`src/rtl/expander12_pkg.sv`:
```
// expander_pkg: shared types and constants for the expander12 slice.
//   W             : packed word width (fixed at 12, one bit per output wire)
//   word_t        : packed word type
//   DEFAULT_DEPTH : default elastic-buffer depth
//   ptr_w()       : pointer width for a given depth
package expander_pkg;

   localparam int W             = 12;
   localparam int DEFAULT_DEPTH = 2;

   typedef logic [W-1:0] word_t;

   // Pointer width for a power-of-two depth; count uses one extra bit
   // so that FULL (== depth) is representable.
   function automatic int ptr_w(input int depth);
      return $clog2(depth);
   endfunction

endpackage

```
`src/rtl/expander12_if.sv`:
```
// expander12_if: packed-word handshake bundle between producer, expander
// and consumer.
//   in_valid/in_ready/in_word : producer side
//   out_valid/out_ready       : consumer side (data leaves on o0..o11)
//   in_par                    : even parity of in_word (EXPANDER12_PARITY_EN only)
//
// Handshake rule (both sides): a transfer happens on a rising clk edge
// exactly when valid && ready are both high. valid must not depend on
// ready; ready of this block depends only on registered state.
interface expander12_if;
   import expander_pkg::*;

   logic  in_valid;
   logic  in_ready;
   word_t in_word;
   logic  out_valid;
   logic  out_ready;
`ifdef EXPANDER12_PARITY_EN
   logic  in_par;

   modport master (output in_valid, in_word, in_par, out_ready,
                   input  in_ready, out_valid);
   modport slave  (input  in_valid, in_word, in_par, out_ready,
                   output in_ready, out_valid);
`else
   modport master (output in_valid, in_word, out_ready,
                   input  in_ready, out_valid);
   modport slave  (input  in_valid, in_word, out_ready,
                   output in_ready, out_valid);
`endif

endinterface

```
`src/rtl/expander12_fifo.sv`:
```
// expander_fifo: generic DEPTH-entry elastic buffer with valid/ready on
// both sides.
//   clk, rst_n            : clock, asynchronous active-low reset
//   in_valid/in_ready     : write handshake, in_data stored on transfer
//   out_valid/out_ready   : read handshake, out_data is the head entry
//   count                 : occupancy 0..DEPTH (EMPTY / PARTIAL / FULL)
// Occupancy is the only state; in_ready/out_valid decode it directly so
// neither ready path is combinational through the other side.
module expander_fifo
   import expander_pkg::*;
#(
   parameter int DEPTH = DEFAULT_DEPTH,
   parameter int DW    = W
) (
   input  logic                     clk,
   input  logic                     rst_n,
   input  logic                     in_valid,
   output logic                     in_ready,
   input  logic [DW-1:0]            in_data,
   output logic                     out_valid,
   input  logic                     out_ready,
   output logic [DW-1:0]            out_data,
   output logic [ptr_w(DEPTH):0]    count
);

   localparam int PW = ptr_w(DEPTH);
   localparam int CW = PW + 1;
   localparam logic [CW-1:0] FULL_CNT = CW'(DEPTH);

   logic [DW-1:0] mem [DEPTH];
   logic [PW-1:0] wr_ptr;
   logic [PW-1:0] rd_ptr;
   logic          push;
   logic          pop;

   assign in_ready  = (count != FULL_CNT);
   assign out_valid = (count != '0);
   assign push      = in_valid && in_ready;
   assign pop       = out_valid && out_ready;

   // Head is forced to zero when empty so stale storage never shows.
   assign out_data  = out_valid ? mem[rd_ptr] : '0;

   always_ff @(posedge clk or negedge rst_n) begin
      if (!rst_n) begin
         wr_ptr <= '0;
         rd_ptr <= '0;
         count  <= '0;
      end else begin
         if (push) wr_ptr <= wr_ptr + PW'(1);
         if (pop)  rd_ptr <= rd_ptr + PW'(1);
         case ({push, pop})
            2'b10:   count <= count + CW'(1);
            2'b01:   count <= count - CW'(1);
            default: count <= count;
         endcase
      end
   end

   // Storage needs no reset: it is only observed when count != 0.
   always_ff @(posedge clk) begin
      if (push) mem[wr_ptr] <= in_data;
   end

endmodule

```
`src/rtl/expander12.sv`:
```
// expander12: packed 12-bit word in, 12 individual wires out, through a
// DEPTH-entry elastic buffer.
//   clk, rst_n : clock, asynchronous active-low reset
//   bus        : expander12_if.slave (in_valid/in_ready/in_word,
//                out_valid/out_ready, in_par when parity enabled)
//   o0..o11    : bits of the head word (ok = word[k]), 0 when empty
//   count      : occupancy 0..DEPTH
//   drop_err   : sticky, set when a word is offered while the buffer is full
//   par_err    : head word parity mismatch (EXPANDER12_PARITY_EN only)
// Optional feature macro: EXPANDER12_PARITY_EN.
module expander12
   import expander_pkg::*;
#(
   parameter int DEPTH = DEFAULT_DEPTH
) (
   input  logic              clk,
   input  logic              rst_n,
   expander12_if.slave       bus,
   output logic              o0,
   output logic              o1,
   output logic              o2,
   output logic              o3,
   output logic              o4,
   output logic              o5,
   output logic              o6,
   output logic              o7,
   output logic              o8,
   output logic              o9,
   output logic              o10,
   output logic              o11,
   output logic [2:0]        count,
`ifdef EXPANDER12_PARITY_EN
   output logic              par_err,
`endif
   output logic              drop_err
);

`ifdef EXPANDER12_PARITY_EN
   localparam int DW = W + 1;   // parity bit stored above the word
`else
   localparam int DW = W;
`endif

   logic [DW-1:0]           fifo_in;
   logic [DW-1:0]           fifo_out;
   logic [ptr_w(DEPTH):0]   fifo_count;
   word_t                   head;

`ifdef EXPANDER12_PARITY_EN
   assign fifo_in = {bus.in_par, bus.in_word};
   assign par_err = bus.out_valid && (^fifo_out[W-1:0] ^ fifo_out[W]);
`else
   assign fifo_in = bus.in_word;
`endif

   expander_fifo #(
      .DEPTH (DEPTH),
      .DW    (DW)
   ) u_fifo (
      .clk       (clk),
      .rst_n     (rst_n),
      .in_valid  (bus.in_valid),
      .in_ready  (bus.in_ready),
      .in_data   (fifo_in),
      .out_valid (bus.out_valid),
      .out_ready (bus.out_ready),
      .out_data  (fifo_out),
      .count     (fifo_count)
   );

   assign head  = fifo_out[W-1:0];
   assign count = 3'(fifo_count);

   assign o0  = head[0];
   assign o1  = head[1];
   assign o2  = head[2];
   assign o3  = head[3];
   assign o4  = head[4];
   assign o5  = head[5];
   assign o6  = head[6];
   assign o7  = head[7];
   assign o8  = head[8];
   assign o9  = head[9];
   assign o10 = head[10];
   assign o11 = head[11];

   // Refused offers are a producer protocol violation; latch until reset.
   always_ff @(posedge clk or negedge rst_n) begin
      if (!rst_n)                              drop_err <= 1'b0;
      else if (bus.in_valid && !bus.in_ready)  drop_err <= 1'b1;
   end

endmodule

```
`src/flat_wrapper.sv`:
```
// flat-port wrapper written by rule: the top's interface ports become plain ports
module expander12_flat import expander_pkg::*;
#(
   parameter int DEPTH = DEFAULT_DEPTH
)
  (clk, rst_n, o0, o1, o2, o3, o4, o5, o6, o7, o8, o9, o10, o11, count, drop_err, bus_in_valid, bus_in_word, bus_out_ready, bus_in_ready, bus_out_valid);
  expander12_if bus_i ();
  input  logic clk;
  input  logic rst_n;
  output logic o0;
  output logic o1;
  output logic o2;
  output logic o3;
  output logic o4;
  output logic o5;
  output logic o6;
  output logic o7;
  output logic o8;
  output logic o9;
  output logic o10;
  output logic o11;
  output logic [2:0] count;
  output logic drop_err;
  input wire logic [$bits(bus_i.in_valid)-1:0] bus_in_valid;
  input wire logic [$bits(bus_i.in_word)-1:0] bus_in_word;
  input wire logic [$bits(bus_i.out_ready)-1:0] bus_out_ready;
  output wire logic [$bits(bus_i.in_ready)-1:0] bus_in_ready;
  output wire logic [$bits(bus_i.out_valid)-1:0] bus_out_valid;
  assign bus_i.in_valid = bus_in_valid;
  assign bus_i.in_word = bus_in_word;
  assign bus_i.out_ready = bus_out_ready;
  assign bus_in_ready = bus_i.in_ready;
  assign bus_out_valid = bus_i.out_valid;
  expander12 #(.DEPTH(DEPTH)) u_core (.clk(clk), .rst_n(rst_n), .bus(bus_i), .o0(o0), .o1(o1), .o2(o2), .o3(o3), .o4(o4), .o5(o5), .o6(o6), .o7(o7), .o8(o8), .o9(o9), .o10(o10), .o11(o11), .count(count), .drop_err(drop_err));
endmodule
```
`config.mk`:
```
export PLATFORM = sky130hd
export DESIGN_NAME = expander12_flat
export DESIGN_NICKNAME = d
export VERILOG_FILES = /design/src/rtl/expander12_pkg.sv /design/src/rtl/expander12_if.sv /design/src/rtl/expander12_fifo.sv /design/src/rtl/expander12.sv /design/src/flat_wrapper.sv
export SDC_FILE = /design/constraint.sdc
export NUM_CORES = 1
export LEC_CHECK = 0
export ABC_AREA = 1
export BUFFER_PORTS_ARGS = -buffer_cell sky130_fd_sc_hd__clkbuf_2
export CORE_MARGIN = 1
export CORE_UTILIZATION = 42
export DETAILED_ROUTE_END_ITERATION = 10
export PLACE_DENSITY = 0.66
export SYNTH_ARGS = -nofsm -noshare
export SYNTH_HDL_FRONTEND = slang
export SYNTH_SLANG_ARGS = --single-unit
```
`constraint.sdc`:
```
create_clock -name clk -period 1.7 [get_ports clk]
set_input_delay 0.17 -clock clk [delete_from_list [all_inputs] [get_ports clk]]
set_output_delay 0.17 -clock clk [all_outputs]
set_load 0.05 [all_outputs]
```
==> results of run 1 <==
[how the worst max path moves through the flow]
| stage | startpoint | endpoint | slack [ns] | cells past startpoint |
|---|---|---|---|---|
| 2_1_floorplan | u_core.u_fifo.count[0]$_DFFE_PN0P_ | o0 | -0.05 | 3 |
| 3_3_place_gp | u_core.u_fifo.rd_ptr$_DFFE_PN0P_ | o5 | 0.37 | 4 |
| 3_5_place_dp | u_core.u_fifo.rd_ptr$_DFFE_PN0P_ | o6 | 0.33 | 4 |
| 4_1_cts | u_core.u_fifo.rd_ptr$_DFFE_PN0P_ | o9 | 0.003 | 4 |
| 5_1_grt | u_core.u_fifo.rd_ptr$_DFFE_PN0P_ | o8 | 0.03 | 4 |
| 6_report | u_core.u_fifo.rd_ptr$_DFFE_PN0P_ | o4 | 0.1 | 4 |
[synth_stat cells (all sizes together)]
cell type / number
inv: 8
a31o: 1
nand3: 1
conb: 1
a21oi: 13
o21ai: 1
buf: 4
nand2: 32
edfxtp: 24
nand4: 1
nor2: 5
dfrtp: 5
ha: 1
xnor2: 1
[metal layers]
metal / wire length (µm) / vias up
li1: - / 409
met1: 788 / 370
met2: 1030 / 22
met3: 105 / 5
met4: 37 / 0
met5: 0 / -
[stage by stage]
step                setup WS (ns)  std cells  cell area, µm²  hold WS [ns]
floorplan                 -0.0467         98            1190        -0.126
finish                     0.0984        168            1460        0.0411
detailed placement          0.328        159            1380      -0.00220
CTS                       0.00252        168            1460        0.0209
global route               0.0278        168            1460        0.0148
global placement            0.369        159            1380      -0.00111
[logic make-up after synthesis]
logic type | synth area share
adders and majority gates | 0.0105
buffers and inverters | 0.0569
and+or+nand+nor | 0.143
other | 0.00316
DFF | 0.712
xor gates and xnor gates | 0.00738
AOI/OAI and AO/OA | 0.0664
[flip-flops by register name (all words and copies together), names as in the netlist]
signal / flops
u_core.drop_err: 1
u_core.u_fifo.count: 2
u_core.u_fifo.mem: 24
u_core.u_fifo.rd_ptr: 1
u_core.u_fifo.wr_ptr: 1
[worst max-delay path: stages (launching register included)]
cell and delay [ns]:
dfrtp_2 0.46, buf_4 0.18, nand2_1 0.05, a21oi_1 0.14, buf_2 0.28
[cell usage in the layout, fill, tap and decap left out]
cell type / n
a21oi_1: 13
a31o_2: 1
buf_2: 3
buf_4: 3
clkbuf_1: 1
clkbuf_2: 21
clkbuf_4: 13
clkinv_2: 2
conb_1: 1
dfrtp_1: 2
dfrtp_2: 3
dlygate4sd3_1: 1
edfxtp_1: 24
ha_1: 1
inv_1: 6
inv_2: 1
inv_4: 1
nand2_1: 30
nand2_2: 1
nand2_4: 1
nand3_1: 1
nand4_1: 1
nor2_1: 2
nor2_2: 2
nor2_4: 1
o21ai_0: 1
xnor2_1: 1
[layout make-up]
| type | instances | area (µm²) | area share |
|---|---|---|---|
| Sequential cell | 29 | 850 | 0.582 |
| Multi-Input combinational cell | 57 | 277 | 0.189 |
| Timing Repair Buffer | 36 | 213 | 0.146 |
| Clock buffer | 6 | 41.3 | 0.0283 |
| Tap cell | 30 | 37.5 | 0.0257 |
| Inverter | 8 | 32.5 | 0.0223 |
| Clock inverter | 2 | 10.0 | 0.00686 |
[what timing repair did]
item,CTS,global route
cloned,0,0
setup endpoints to repair,8,12
buffers inserted,0,0
hold buffers,1,0
gates resized for setup,8,5
hold endpoints to repair,5,0
==> summary.md, run 1 <==
| Metric | Value |
|---|---|
| WHS Endpoint | u_core.u_fifo.mem[0][5]$_DFFE_PP_ |
| Fin crit share | 0.942 |
| Min Tclk post-route | between 1.5 and 2 ns |
| CP Class | reg2out |
| Fillers | approximately 230 |
| Antenna cells | 0 |
| Reg2reg setup slack | between 0.3 and 0.4 ns |
| DRC | 0 |
| Io pins | 34 |
| First-pass GRT wire length | 2930 µm |
| Mapped Nets | 115 |
| Cells after Synth | roughly 100 |
| Yosys cell types | 20 |
| Via Count | 806 |
| Synth warn | 0 |
| GRT Max-Usage Layer | met2 |
| Max cap viols | 0 |
| Largest net degree at the start of global routing | 15 |
| M2 GR Usage | 0.249 |
| Clock Tree Buf Depth | 2 |
| Max Clk Rate | approximately 620 MHz |
| HP Class | in2reg |
| Clock sink count | 29 |
| Startpoint Class | flip-flop |
| R2R depth | 5 |
| Share of cells above drive strength 1 | 0.384 |
| Met1 Use GR | 0.162 |
| Element type at the critical path end | output pin |
| H-tree depth | 2 |
| Synth Register Bits | 29 |
| RR Startpoint | u_core.u_fifo.count[0]$_DFFE_PN0P_ |
| RSZ-0062 raised after global routing | false |
| Status | finished clean |
| Global Route met3 Usage | 0.0574 |
| Hold depth | 1 |
| Register clock-pin slew on the reported worst setup and hold paths | about 0.090 ns |
| TritonCTS Buffers | 5 |
| Syn-to-layout area delta | 23.0% |
| Via-to-Cell Ratio | between 4 and 5 |
| Synth area leaders | edfxtp_1 (61%), dfrtp_1 (11%), nand2_1 (9.5%) |
| Wire per inst | between 10 and 15 µm |
| HPWL after DPL | approximately 1400 µm |
| CP arrival | ~1.4 ns |
| Initial antenna violation count | 0 |
| Chip height | between 50 and 60 µm |
| Initial core utilization | 0.462 |
| Placer congestion estimate | about 0.7 |
| Total global routing track utilization | 0.150 |
| Max Fanout on Critical Path | 8 |
| Syn Area/Cell | 12.1 µm² |
| Post-synthesis sequential area ratio | 0.712 |
| CORE AREA | roughly 2600 µm² |
| Fin. max-slew vios | 0 |
| TritonCTS clock tree | built |
| Worst Hold Launch | bus_in_word[5] |
| Yosys top cell area share | 0.607 |
| Final setup viols | 0 |
| Cell area after synthesis | around 1200 µm² |
| Final Hold Fails | 0 |
| DRT Pass-1 Iters | 4 |
| Post-route ant nets | 0 |
| Final Util | 0.569 |
| 1st-iter DRT viols | 14 |
| Number of global-route vias before repair | about 730 |
| Clock latency on the worst-skew pair | between 0.3 and 0.4 ns |
| Std cell rows | 18 |
| Die area | roughly 3000 µm² |
| Overflow after GRT | 0 |
| Fin nets | between 150 and 200 |
| Clock Skew | 0.0104 ns |
| Setup Total Neg Slack | 0 ns |
| Buffers added on ports | 32 |
| Die width | 55.2 µm |
| WP data required | 1.53 ns |
| RR Endpoint | u_core.u_fifo.mem[0][8]$_DFFE_PP_ |
| Area leader, netlist | edfxtp_1 |
| Final Routed Wirelength | a little under 2000 µm |
| Root buf cell | clkbuf_4 |
Power of run 1 is left out: the tool's default activity adds up to more than one toggle a clock period on the data nets, which glitch-free logic cannot reach.
==> run 2, diff against run 1 <==
--- a/config.mk
+++ b/config.mk
@@ -8,9 +8,9 @@
 export ABC_AREA = 1
 export BUFFER_PORTS_ARGS = -buffer_cell sky130_fd_sc_hd__clkbuf_2
 export CORE_MARGIN = 1
-export CORE_UTILIZATION = 42
+export CORE_UTILIZATION = 45
 export DETAILED_ROUTE_END_ITERATION = 10
-export PLACE_DENSITY = 0.66
+export PLACE_DENSITY = 0.7
 export SYNTH_ARGS = -nofsm -noshare
 export SYNTH_HDL_FRONTEND = slang
 export SYNTH_SLANG_ARGS = --single-unit
==> run 2 against run 1 <==
Non-clock buffer count increased by 1. Final cell count up 0.60%. Worst setup slack improved by 0.021 ns. Critical path depth did not move. Cell area up 0.69%. Count of clock-buffer cells in the layout is the same. Sequential share of layout area shrank 0.40 points. Via count rose by 1.6%. Clock skew is 0.0025 ns lower. Sequential cell count unchanged. First-iteration DRC count down 93%. Critical endpoint is now bus_out_valid. Largest cell class unchanged.
==> summary.md, run 2 (synthesis results as in run 1) <==
| Metric | Value |
|---|---|
| Status | finished clean |
| Element type at the critical path end | output pin |
| CP Capture Point | bus_out_valid |
| Final Routed Wirelength | 2120 µm |
| WP data required | approximately 1.5 ns |
| TritonCTS Buffers | 5 |
| CORE AREA | approximately 2500 µm² |
| Initial core utilization | 0.479 |
| Root buf cell | clkbuf_4 |
| Post-route ant nets | 0 |
| Placer congestion estimate | approximately 0.7 |
| M2 GR Usage | 0.292 |
| Final Hold Fails | 0 |
| Fin. max-slew vios | 0 |
| Max cap viols | 0 |
| TritonCTS clock tree | built |
| Max Fanout on Critical Path | 14 |
| Clock Skew | around 0.0079 ns |
| Max Clk Rate | approximately 630 MHz |
| Startpoint Class | flip-flop |
| Initial antenna violation count | 0 |
| RSZ-0062 raised after global routing | false |
| CP arrival | 1.41 ns |
| Clock Tree Buf Depth | 2 |
| Share of cells above drive strength 1 | 0.388 |
| CP Cell Sequence | nor2_2 > buf_4 > inv_1 > clkbuf_2 |
| Reg2reg setup slack | 0.34 ns |
| Top Registers | u_core.u_fifo.mem: 24 flops, u_core.u_fifo.count: 2 flops |
| DRC | 0 |
| Crit-path max cell delay | around 0.46 ns |
| H-tree depth | 2 |
| Overflow after GRT | 0 |
| Wire per inst | around 13 µm |
| R2R depth | 8 |
| Buffers added on ports | 32 |
| Antenna cells | 0 |
| Cell Count, Final, Fillers Out | ~170 |
| Total global routing track utilization | 0.175 |
| Io pins | 34 |
| First-pass GRT wire length | 3210 µm |
| Min Tclk post-route | between 1.5 and 2 ns |
| Fillers | 224 |
| DRT Pass-1 Iters | 4 |
| Met1 Use GR | 0.188 |
| HPWL after DPL | 1470 µm |
| Final setup viols | 0 |
| Commonest non-fill, non-tap cells in the layout | nand2_1 (30), edfxtp_1 (24), clkbuf_2 (20) |
| Fin nets | around 160 |
| Most common cell after layout, fill and taps aside | nand2_1 |
| Register clock-pin slew on the reported worst setup and hold paths | 0.09 ns |
| CP Class | reg2out |
| Largest Register | u_core.u_fifo.mem |
| Via Count | about 820 |
| Worst path slowest cell | dfrtp_2 |
| HP Class | in2reg |
| GRT Max-Usage Layer | met2 |
| Global Route met3 Usage | 0.0603 |
| Syn-to-layout area delta | 23.8% |
| Clock sink count | 29 |
| Fin crit share | 0.930 |
| RR Endpoint | u_core.u_fifo.count[1]$_DFFE_PN0P_ |
| RR Startpoint | u_core.u_fifo.count[0]$_DFFE_PN0P_ |
| Std cell rows | 18 |
| Placed Instances | 160 |
| Die width | roughly 53 µm |
| Die area | around 2800 µm² |
| Chip height | ~53 µm |
| 1st-iter DRT viols | 1 |
| Number of global-route vias before repair | ~730 |
| CP startpoint | u_core.u_fifo.count[0]$_DFFE_PN0P_ |
| Max reg flops | 24 |
| Via-to-Cell Ratio | roughly 4.8 |
| Largest net degree at the start of global routing | 15 |
| Clock latency on the worst-skew pair | around 0.32 ns |
run 2: worst min-delay path by stage:
stage | start | end | slack, ns | cells after the start
after detailed placement | rst_n | u_core.drop_err$_DFFE_PN0P_ | 0.006 | 1
after global routing | bus_in_word[10] | u_core.u_fifo.mem[0][10]$_DFFE_PP_ | 0.01 | 1
after global placement | rst_n | u_core.drop_err$_DFFE_PN0P_ | -0.004 | 1
after floorplan | rst_n | u_core.drop_err$_DFFE_PN0P_ | -0.13 | 0
final | bus_in_word[11] | u_core.u_fifo.mem[0][11]$_DFFE_PP_ | 0.03 | 1
after CTS | bus_in_word[6] | u_core.u_fifo.mem[1][6]$_DFFE_PP_ | 0.01 | 1
run 2: through the flow:
step	utilization	setup slack (ns)	setup TNS [ns]	hold WS [ns]	instance area (µm²)
after floorplan	-	-0.0467	-0.635	-0.126	1190
after global placement	0.558	0.377	0	-0.00416	1380
after detailed placement	0.558	0.349	0	0.00614	1380
after CTS	0.593	-0.00265	-0.00265	0.0142	1470
after global routing	0.593	0.00403	0	0.0144	1470
final	0.593	0.119	0	0.0286	1470
run 2: timing repair:
item	4_1_cts	5_1_grt
hold buffers	1	0
endpoints found under the setup margin	9	10
pin swaps	0	0
endpoints found under the hold margin	5	0
setup buffers	0	0
resized for setup	10	5
run 2: layout make-up:
type | count | area [µm²] | area share
flip-flops and latches | 29 | 850 | 0.578
multi-input cells | 57 | 277 | 0.188
repair buffers | 37 | 223 | 0.151
clock buffers | 6 | 41.3 | 0.0281
well taps | 30 | 37.5 | 0.0255
inverters | 8 | 32.5 | 0.0221
clock inverters | 2 | 10.0 | 0.00681
run 2: critical path: cells and delay by family (launching register included):
| kind | cells | cell delay, ns |
|---|---|---|
| buffers and inverters | 3 | 0.49 |
| flip-flops | 1 | 0.46 |
| AND/OR/NAND/NOR | 1 | 0.13 |
run 2: layer usage:
metal / vias to the layer above / wire length [µm] / share of wire
met4: 0 / 46 / 0.022
met3: 6 / 88 / 0.041
met1: 388 / 800 / 0.38
li1: 408 / - / -
met5: - / 0 / 0
met2: 17 / 1190 / 0.56
Power of run 2 is left out for the same reason.
==> run 3, diff against run 2 <==
--- a/config.mk
+++ b/config.mk
@@ -10,7 +10,8 @@
 export CORE_MARGIN = 1
 export CORE_UTILIZATION = 45
 export DETAILED_ROUTE_END_ITERATION = 10
-export PLACE_DENSITY = 0.7
+export PLACE_DENSITY = 0.69
 export SYNTH_ARGS = -nofsm -noshare
 export SYNTH_HDL_FRONTEND = slang
+export SYNTH_HIERARCHICAL = 1
 export SYNTH_SLANG_ARGS = --single-unit
==> run 3 against run 2 <==
Worst setup slack got worse by 0.019 ns. Die area up 4.2%. Hold slack better by 0.0019 ns. First-iteration DRC count rose to 12 times the previous value. Critical path type unchanged. Clock skew is 0.0011 ns higher. Cell area is 1.7% higher. Utilization fell by 0.59 points.
==> summary.md, run 3 <==
| Metric | Value |
|---|---|
| R2R depth | 4 |
| Initial antenna violation count | 0 |
| Die area | slightly below 3000 µm² |
| Post-synth EDFFs | 24 |
| Wire per inst | 11.5 µm |
| Max Fanout on Critical Path | 13 |
| DRT Pass-1 Iters | 4 |
| Post-route ant nets | 0 |
| Clock sink count | 29 |
| Std cell rows | 18 |
| CORE AREA | about 2500 µm² |
| Seq. cell area | about 850 µm² |
| Share of cells above drive strength 1 | 0.429 |
| WP data required | 1.53 ns |
| Synth warn | 6 |
| First-pass GRT wire length | approximately 3000 µm |
| Fillers | roughly 220 |
| Area leader, netlist | edfxtp_1 |
| Most common cell in the netlist | nand2_1 |
| Io pins | 34 |
| HPWL after DPL | about 1400 µm |
| Yosys cell types | 19 |
| Clock Skew | between 0.008 and 0.009 ns |
| CP Cell Sequence | buf_4 > nand2_1 > a21oi_2 > clkbuf_2 |
| Status | finished clean |
| Cells after Synth | 101 |
| Element type at the critical path end | output pin |
| Via-to-Cell Ratio | between 4 and 5 |
| Area occupied by multi-input gates | 329 µm² |
| Mapped Nets | 118 |
| Startpoint Class | flip-flop |
| Initial core utilization | 0.487 |
| Final Hold Fails | 0 |
| Min Tclk post-route | 1.60 ns |
| RSZ-0062 raised after global routing | false |
| Final Routed Wirelength | roughly 2000 µm |
| TritonCTS clock tree | built |
| Die width | between 50 and 60 µm |
| Largest net degree at the start of global routing | 15 |
| Max reg flops | 24 |
| Syn-to-layout area delta | 20.7% |
| Overflow after GRT | 0 |
| Chip height | between 50 and 60 µm |
| Max cap viols | 0 |
| Post-synthesis sequential area ratio | 0.683 |
| Cell area after synthesis | 1240 µm² |
| Largest Register | u_core/u_fifo/mem |
| Final setup viols | 0 |
| Syn Area/Cell | between 10 and 15 µm² |
| Clock latency on the worst-skew pair | roughly 0.32 ns |
| Commonest non-fill, non-tap cells in the layout | nand2_1 (32), clkbuf_2 (28), edfxtp_1 (24) |
| Top FF cell, synth | edfxtp_1 |
| Post-synth top cells | nand2_1 (32), edfxtp_1 (24), a21oi_2 (9), inv_1 (9), dfrtp_1 (5) |
| Buffers added on ports | 32 |
| Post-synth ARST share | 0.172 |
| CP Class | reg2out |
| Fin nets | 156 |
| Register clock-pin slew on the reported worst setup and hold paths | around 0.09 ns |
| Via Count | 805 |
| Most common cell after layout, fill and taps aside | nand2_1 |
| DRC | 0 |
| TritonCTS Buffers | 5 |
| Setup Total Neg Slack | 0 ns |
| Crit-path max cell delay | slightly below 0.4 ns |
| Placer congestion estimate | roughly 0.70 |
| H-tree depth | 2 |
| Synth Register Bits | 29 |
| Hold depth | 1 |
| Yosys top cell area share | 0.582 |
| CP arrival | about 1.4 ns |
| Clock Tree Buf Depth | 2 |
| 1st-iter DRT viols | 12 |
| Fin. max-slew vios | 0 |
| Max Clk Rate | around 620 MHz |
| Antenna cells | 0 |
| Number of global-route vias before repair | between 600 and 700 |
| Root buf cell | clkbuf_4 |
| Top Registers | u_core/u_fifo/mem: 24 flops, u_core/u_fifo/count: 2 flops |
| Synth area leaders | edfxtp_1 (58%), dfrtp_1 (10%), nand2_1 (9.7%) |
| HP Class | in2reg |
| Total global routing track utilization | 0.159 |
| Fin crit share | 0.941 |
| Worst path slowest cell | dfrtp_1 |
==> run 3: cell types whose count changed after synthesis, sizes merged <==
cell,before,now
inv,8,10
a31o,1,0
nand2,32,34
==> run 3: cells by family (layout without fill, tap and decap cells) <==
kind of cell             after synthesis  in the layout  synth area share
AO/OA/AOI/OAI                         14             14            0.0838
adder cells (fa/ha/maj)                1              1            0.0101
AND/OR/NAND/NOR                       41             41             0.156
buffers and inverters                 14             53            0.0576
XOR/XNOR                               1              1           0.00707
other                                  1              1           0.00303
flip-flops                            29             29             0.683
==> run 3: path summary, 6_finish.rpt <==
path                                                     from                                 end  slack [ns]
max in group asynchronous                               rst_n  u_core/u_fifo/count[1]$_DFFE_PN0P_        1.35
min                                            bus_in_word[1]   u_core/u_fifo/mem[0][1]$_DFFE_PP_        0.03
max reg2reg                u_core/u_fifo/count[0]$_DFFE_PN0P_   u_core/u_fifo/mem[1][0]$_DFFE_PP_        0.34
min reg2reg                       u_core/drop_err$_DFFE_PN0P_         u_core/drop_err$_DFFE_PN0P_        0.48
max                          u_core/u_fifo/rd_ptr$_DFFE_PN0P_                                  o6         0.1
min in group asynchronous                               rst_n         u_core/drop_err$_DFFE_PN0P_        0.19
==> run 3: timing repair <==
item                                    CTS  global route
setup buffers                             0             0
gates resized for setup                   1             5
endpoints found under the hold margin     5             0
endpoints found under the setup margin   12            12
gates cloned                              0             0
hold buffers                              1             0
==> run 3: area by class of cell <==
class / count / area share
clock buffer: 5 / 0.0251
multi-input combinational: 58 / 0.220
tap: 30 / 0.0251
sequential: 29 / 0.567
clock inverter: 3 / 0.00837
inverter: 10 / 0.0276
timing repair buffer: 35 / 0.126
==> run 3: critical path, delay by kind of cell, from the launching register on <==
| kind | cells | cell delay [ns] |
|---|---|---|
| AO/OA/AOI/OAI | 1 | 0.13 |
| buffers and inverters | 2 | 0.49 |
| flip-flops | 1 | 0.39 |
| AND/OR/NAND/NOR | 1 | 0.09 |
==> run 3: layer usage <==
layer | share of wire | routed length, µm | global-route usage
met2 | 0.50 | 979 | 0.244
met4 | 0.021 | 40 | 0.0769
met5 | 0 | 0 | 0
met3 | 0.062 | 120 | 0.0917
met1 | 0.42 | 810 | 0.176
==> run 3: stage by stage <==
stage | hold slack (ns) | area (µm²) | setup slack (ns) | std cells | utilization
CTS | 0.0101 | 1490 | 0.0361 | 170 | 0.586
global route | 0.0115 | 1500 | 0.00121 | 170 | 0.588
global placement | -0.00356 | 1430 | 0.346 | 161 | 0.561
finish | 0.0306 | 1500 | 0.100 | 170 | 0.588
floorplan | -0.126 | 1250 | 0.0936 | 101 | -
detailed placement | 0.000777 | 1430 | 0.331 | 161 | 0.561
Power of run 3 is left out for the same reason.
